**src/rtl/serial_adder_ctrl.sv**
```systemverilog
// Bit-serial WIDTH-bit adder: streams operands LSB-first through a single
// one-bit full-add cell, one bit per clock, with a registered carry.
module serial_adder_ctrl #(
  parameter int WIDTH = 8
) (
  input  logic             clk,
  input  logic             reset,
  input  logic             start,
  input  logic [WIDTH-1:0] A,
  input  logic [WIDTH-1:0] B,
  input  logic             Cin,
  output logic [WIDTH-1:0] S,
  output logic             Cout,
  output logic             busy,
  output logic             done
);

  localparam int CNT_W = $clog2(WIDTH);

  typedef enum logic [1:0] {IDLE, ADD, DONE} state_t;

  state_t           state, state_nx;
  logic [WIDTH-1:0] opa, opb;
  logic             carry;
  logic [CNT_W-1:0] cnt;
  logic             sum_bit, carry_nx;
  logic             last;

  // One-bit full-add cell: returns {carry_out, sum}.
  function automatic logic [1:0] full_add(input logic a, input logic b, input logic c);
    return {(a & b) | (c & (a ^ b)), a ^ b ^ c};
  endfunction

  always_comb begin
    {carry_nx, sum_bit} = full_add(opa[0], opb[0], carry);
  end

  assign last = (cnt == CNT_W'(WIDTH - 1));

  always_comb begin
    state_nx = state;
    case (state)
      IDLE:    if (start) state_nx = ADD;
      ADD:     if (last)  state_nx = DONE;
      DONE:    state_nx = IDLE;
      default: state_nx = IDLE;
    endcase
  end

  // busy/done are registered from the next state so they stay glitch-free.
  always_ff @(posedge clk) begin
    if (reset) begin
      state <= IDLE;
      opa   <= '0;
      opb   <= '0;
      carry <= 1'b0;
      cnt   <= '0;
      S     <= '0;
      Cout  <= 1'b0;
      busy  <= 1'b0;
      done  <= 1'b0;
    end else begin
      state <= state_nx;
      busy  <= (state_nx == ADD);
      done  <= (state_nx == DONE);
      case (state)
        IDLE: begin
          if (start) begin
            opa   <= A;
            opb   <= B;
            carry <= Cin;
            cnt   <= '0;
            S     <= '0;
          end
        end
        ADD: begin
          carry <= carry_nx;
          S     <= {sum_bit, S[WIDTH-1:1]};
          opa   <= opa >> 1;
          opb   <= opb >> 1;
          cnt   <= cnt + 1'b1;
          if (last) Cout <= carry_nx;
        end
        default: ;
      endcase
    end
  end

endmodule

```
**config.mk**
```make
export PLATFORM = sky130hd
export DESIGN_NAME = serial_adder_ctrl
export DESIGN_NICKNAME = d
export VERILOG_FILES = /design/src/rtl/serial_adder_ctrl.sv
export SDC_FILE = /design/constraint.sdc
export NUM_CORES = 1
export LEC_CHECK = 0
export CAP_MARGIN = 20
export CORE_MARGIN = 4
export CORE_UTILIZATION = 44
export DETAILED_ROUTE_END_ITERATION = 8
export MAX_ROUTING_LAYER = met4
export PLACE_DENSITY = 0.74
export SLEW_MARGIN = 20
export SYNTH_ARGS = -nofsm -noshare
export SYNTH_HDL_FRONTEND = slang
export SYNTH_SLANG_ARGS = --single-unit
```
**constraint.sdc**
```tcl
create_clock -name clk -period 1.2 [get_ports clk]
set_clock_uncertainty 0.05 [all_clocks]
set_input_delay 0.36 -clock clk [delete_from_list [all_inputs] [get_ports clk]]
set_output_delay 0.36 -clock clk [all_outputs]
set_load 0.05 [all_outputs]
```
==> impl_metrics.toml <==
[worst_hold_path]
min_from = "opb[1]$_SDFFE_PP0P_"
hold_depth = 2
hold_path.class = "register to register"
hold_path_end = "opb[0]$_SDFFE_PP0P_"

[synth]
synth_area_sq_um = 1350
yosysSeqAreaShare = 0.489
synth_cell_types = 23
avgSynthCellArea_sq_um = 10.0
synth_top_area_share = 0.489
yosysTopAreaCell = "dfxtp_1"
syn_inst = 135
synthTopCellsByArea = "dfxtp_1 49%, mux2i_1 12%, a211oi_1 8.3%"
yosys_most_used_dff = "dfxtp_1"
synth-seq-cells = 33
synthArstFlopShare = 0
syn-num-nets = 158
synth-edff-count = 0
yosysWarnings = 0

[final_layout]
final_cell_area_sq_um = 2420
area_delta_synth_final_pct = 79.2
nets = 217
fin_util = 0.849
fillCellCount = 153
mostFrequentLayoutCell = "nor2_1"
drive_gt1_frac = 0.557
diodes = 0
fin_cells = 225
final_cell_mix = "22 x nor2_1, 20 x buf_4, 18 x clkdlybuf4s50_1"

[power_and_ir_drop]
max-vdd-ir-drop_v = 0.000890
total_power_mw = 2.61
p_leak_nw = 0.966
p_per_area_nw_per_um2 = 1080

[timing]
fin_crit_sh = 1.15
worst_slew_pin_slew_ns = 0.327
fin_ws_ns = -0.180
hold_viol_final = 0
holdWs_ns = 0.471
fmax_ghz = 0.725
slew_violations = 0
finalSetupTns_ns = -1.69
rsz0062_at_grt = "yes"
relSlewSlack = 0.782
period_minus_slack_ns = 1.38
setup_viol = 32

[placement]
post-dp-hpwl_mm = 2.12
placed_area_sq_um = 1850
port_buffers = 30
place_congestion = 0.794
pre_cts_ws_ns = -0.576
dp.cells = 196

[global_route]
antenna_found_initial = 0
grt_pass1_wl_mm = 5.99
grt_util_all_layers = 0.195
grt_max_degree = 16
grt_use_met3 = 0.0480
grt-busiest-layer = "met2"
grt_pass1_vias = 1291
gr-total-overflow = 0
met1_usage = 0.224
gr-usage-met2 = 0.321

[detailed_routing]
via_count = 1319
wire_per_inst_um = 22.0
totalWireLength_mm = 4.96
ant_nets = 0
dr.pass1.iters = 4
drc = 0
routed_via_density = 5.86
drt-initial-drc-count = 39

[clock_network]
clk_latency_ns = 0.35
path_clk_slew_ns = 0.11
htreeDepth = 2
cts.path.max_buffers = 2
cts_buffers = 5
cts_hold_buf = 0
cts_root_buf = "clkbuf_4"
cts_tree = "built"
cts.sinks = 33

[floorplanning]
die_h_um = 63.4
die_w_um = 63.4
initial_utilization = 0.474
core_sq_um = 2850
row_count = 19
die-area_sq_um = 4020
boundaryPins = 31

[worst_setup_path]
r2r-end = "S[7]$_SDFFE_PP0P_"
path_max_fanout = 2
crit_required_ns = 1.40
start_kind = "register"
rr_worst_depth = 4
worstSetupPathType = "register to register"
endpoint_kind = "register"
timing.rr.start = "opb[0]$_SDFFE_PP0P_"
worst-r2r-setup-slack_ns = -0.18
worstPathArrival_ns = 1.58

[outcome]
status = "complete, but fails checks"
violations = "setup timing"

[run]
cap_violations = 0
## registers in the layout (all words and copies together), names as in the netlist
| register | cells |
|---|---|
| Cout | 1 |
| S | 8 |
| busy | 1 |
| carry | 1 |
| cnt | 3 |
| done | 1 |
| opa | 8 |
| opb | 8 |
| state | 2 |
## final cells by class
| cell class | count | area (sq um) | area share |
|---|---|---|---|
| Timing Repair Buffer | 63 | 815 | 0.336 |
| Sequential cell | 33 | 692 | 0.286 |
| Multi-Input combinational cell | 87 | 788 | 0.326 |
| Clock buffer | 5 | 37.5 | 0.0155 |
| Inverter | 4 | 15.0 | 0.00620 |
| Clock inverter | 2 | 35.0 | 0.0145 |
| Tap cell | 31 | 38.8 | 0.0160 |
## cells in the mapped netlist, types with 2 or more instances
cell type	number
a211oi_1	15
a21oi_1	2
a22oi_1	11
buf_2	4
clkbuf_1	5
dfxtp_1	33
ha_1	2
inv_1	4
mux2i_1	16
nor2_1	27
nor3_1	4
## what timing repair did
| item | in CTS | in global routing |
|---|---|---|
| setup endpoints to repair | 42 | 43 |
| setup buffers | 10 | 7 |
| gates resized for setup | 31 | 37 |
| pin swaps | 5 | 20 |
| cloned | 2 | 3 |
## routing by layer
metal | up-vias | part of all wire
met3 | 14 | 0.053
met2 | 42 | 0.53
met4 | 0 | 0.028
met1 | 658 | 0.38
met5 | - | 0
li1 | 605 | -
## cells by family after synthesis
logic type | count (synthesis) | share of synthesized area
simple gates | 37 | 0.123
fa+ha+maj | 3 | 0.0333
mux | 16 | 0.119
buf+inv | 15 | 0.0630
flops | 33 | 0.489
compound gates | 31 | 0.173
## worst max-delay path by stage
stage,depth (start not counted),end,startpoint
after floorplan,4,S[7]$_SDFFE_PP0P_,opa[0]$_SDFFE_PP0P_
after global placement,4,carry$_SDFFE_PP0P_,start
after global routing,4,S[7]$_SDFFE_PP0P_,opb[0]$_SDFFE_PP0P_
after detailed placement,4,S[1]$_SDFFE_PP0P_,start
final,4,S[7]$_SDFFE_PP0P_,opb[0]$_SDFFE_PP0P_
after CTS,4,S[7]$_SDFFE_PP0P_,opb[0]$_SDFFE_PP0P_
## power by group
part | switching (mW) | total [mW] | internal, mW
Combinational | 0.265 | 0.586 | 0.321
Sequential | 0.0471 | 1.20 | 1.15
Clock | 0.401 | 0.825 | 0.424
## worst max-delay path, stage by stage, from the launching register on
cell       delay [ns]
dfxtp_2          0.36
inv_2            0.05
fa_2             0.61
a2bb2oi_2        0.16
nor2_1           0.05
No activity file was read; power rests on OpenSTA's default activity.
==> RTL edit (same settings) <==
Put one more register stage on the output `S`, cleared by the reset. The value now appears one clock later. The other outputs are not delayed to match.
--- a/src/rtl/serial_adder_ctrl.sv
+++ b/src/rtl/serial_adder_ctrl.sv
@@ -20,2 +20,4 @@
   typedef enum logic [1:0] {IDLE, ADD, DONE} state_t;
+
+  logic [WIDTH-1:0] S_s0;
 
@@ -57,3 +59,3 @@
       cnt   <= '0;
-      S     <= '0;
+      S_s0  <= '0;
       Cout  <= 1'b0;
@@ -72,3 +74,3 @@
             cnt   <= '0;
-            S     <= '0;
+            S_s0  <= '0;
           end
@@ -77,3 +79,3 @@
           carry <= carry_nx;
-          S     <= {sum_bit, S[WIDTH-1:1]};
+          S_s0  <= {sum_bit, S_s0[WIDTH-1:1]};
           opa   <= opa >> 1;
@@ -88,2 +90,10 @@
 
+  always_ff @(posedge clk) begin
+    if (reset) begin
+      S <= '0;
+    end else begin
+      S <= S_s0;
+    end
+  end
+
 endmodule
Formal check against the unedited RTL: not equivalent (a bounded check fails within 4 cycles, from zero or initial values and one cycle with reset high).
==> RTL edit against the original RTL <==
The flow still finishes with violations (setup timing); routed wire length decreased by 31%; register-to-register slack improved by 0.11 ns; sequential share of layout area increased by 7.6 points; synthesized area increased by 15%; largest cell class is now flip-flops and latches; critical path type is now flop to output port; sequential power increased by 22%; power increased by 8.2%; clock power increased by 16%; design area decreased by 3.6%; sequential cell count increased by 8; global-route usage decreased by 2.1 points; final cell count increased by 9.8%; setup slack improved by 0.099 ns.
==> RTL edit: results (changes against the original RTL) <==
\begin{tabular}{lr}
\hline
Metric & Value \\
\hline
\multicolumn{2}{l}{\textbf{Finish}} \\
Filler Cells Inserted & 275 (was 153) \\
Net count reported at finish & 223 (was 217) \\
Fraction of layout cells with a size suffix above 1 & 0.393 (was 0.557) \\
Number of standard cells in the layout, taps in and fillers out & 247 (was 225) \\
\multicolumn{2}{l}{\textbf{Synth}} \\
Synth Net Count & 176 (was 158) \\
Leading cell types by count after synthesis & 41 x dfxtp\_1, 16 x a21oi\_1, 16 x mux2i\_1, 16 x o21ai\_0 (was 33 x dfxtp\_1, 27 x nor2\_1, 16 x mux2i\_1, 15 x a211oi\_1, 11 x a22oi\_1) \\
Number of distinct library cell variants in the gate-level netlist after synthesis & 27 (was 23) \\
Synthesized area divided by synthesized cell count & 10.2 um\^{}2 (was 10.0 um\^{}2) \\
Share of the yosys chip area belonging to registers & 0.527 (was 0.489) \\
\multicolumn{2}{l}{\textbf{STA}} \\
Sum of negative setup slack & -0.847 ns (was -1.69 ns) \\
Slack of the critical path & -0.0806 ns (was -0.180 ns) \\
Headroom to the max-slew limit & 0.763 (was 0.782) \\
Number of setup violations in the final report & 13 (was 32) \\
\multicolumn{2}{l}{\textbf{GRT}} \\
First-pass GRT wire length & 5580 um (was 5990 um) \\
Largest net degree at the start of global routing & 31 (was 16) \\
Gr usage total & 0.174 (was 0.195) \\
Number of global-route vias before repair & 1266 (was 1291) \\
Initial antenna violation count & 0 (unchanged) \\
\multicolumn{2}{l}{\textbf{Critical path}} \\
Worst path slowest cell & dfxtp\_2 (was fa\_2) \\
Worst path top cell family by delay & flip-flops (was adder cells) \\
Critical path arrival & 0.87 ns (was 1.58 ns) \\
Worst-path fanout max & 1 (was 2) \\
\multicolumn{2}{l}{\textbf{Detailed routing}} \\
Iteration-0 DRC Markers & 80 (was 39) \\
Total Routed Length & 3420 um (was 4960 um) \\
Post-DR vias/cell & 5.04 (was 5.86) \\
\multicolumn{2}{l}{\textbf{Placement}} \\
Cell count after placement & 235 (was 196) \\
DP HPWL & 2320 um (was 2120 um) \\
GP Congestion & 0.798 (was 0.794) \\
\multicolumn{2}{l}{\textbf{Outcome}} \\
Violated checks & setup timing (unchanged) \\
Result of the run & finished with violations (unchanged) \\
\multicolumn{2}{l}{\textbf{Clocking}} \\
Clock transition at the registers of the reported paths & 0.13 ns (was 0.11 ns) \\
\multicolumn{2}{l}{\textbf{Power}} \\
Leakage power figure & 0.962 nW (was 0.966 nW) \\
Peak VDD IR & 0.786 mV (was 0.890 mV) \\
Design internal power & 2.14 mW (was 1.90 mW) \\
\hline
\end{tabular}
-- RTL edit: cell count changes after synthesis, sizes merged, moves of 3 or more --
cell    before  now
nor2        27    6
o21ai        0   16
a211oi      15    0
a21oi        2   16
dfxtp       33   41
a22oi       11    4
nor2b        0    7
nand2        1    7
nand3        0    4
a22o         0    3
buf          6    9
clkbuf       5    2
inv          4    7
-- RTL edit: layout make-up --
type	count	area, um^2	area share
clock buffers	6	51.3	0.0220
clock inverters	2	37.5	0.0161
inverters	7	26.3	0.0113
multi-input cells	94	706	0.302
flip-flops and latches	41	845	0.362
well taps	46	57.6	0.0247
repair buffers	51	612	0.262
-- RTL edit: kinds of logic after synthesis --
kind of cell               synth area share
muxes                                 0.103
adders and majority gates            0.0289
buffers and inverters                0.0715
and+or+nand+nor                       0.105
DFF                                   0.527
AOI/OAI and AO/OA                     0.165
-- RTL edit: path summary, 6_finish.rpt --
path | start | slack [ns] | end | depth (start not counted)
worst min-delay path | reset | 0.32 | S[4] | 2
worst min register to register | S_s0[0] | 0.42 | S[0] | 1
worst max-delay path | S[2] | -0.08 | S[2] | 1
worst max register to register | opa[0] | -0.07 | S_s0[7] | 4
-- RTL edit: per-stage QoR --
step	power, mW	cell area [um^2]	worst slack, ns
floorplan	1.68	1560	-0.0280
global placement	1.82	2090	-0.399
detailed placement	1.83	2090	-0.450
CTS	2.80	2220	-0.106
global route	2.95	2330	-0.126
finish	2.82	2330	-0.0806
-- RTL edit: power by group through the flow --
stage          Clock [mW]  Sequential, mW  Combinational, mW
6_report            0.960            1.46              0.398
5_1_grt              1.05            1.47              0.433
4_1_cts             0.980            1.46              0.361
3_5_place_dp            0            1.49              0.347
3_3_place_gp            0            1.48              0.334
2_1_floorplan           0            1.49              0.193
-- RTL edit: what timing repair did --
| item | CTS | global route |
|---|---|---|
| endpoints found under the setup margin | 30 | 35 |
| setup buffers | 0 | 3 |
| gates cloned | 0 | 1 |
| hold buffers | 0 | 0 |
| pin swaps | 2 | 15 |
| gates resized for setup | 22 | 27 |
-- RTL edit: routing by layer --
layer | global-route usage | wire length, um
met1 | 0.179 | 1370
met2 | 0.282 | 1810
met3 | 0.0632 | 146
met4 | 0.106 | 95
met5 | - | 0
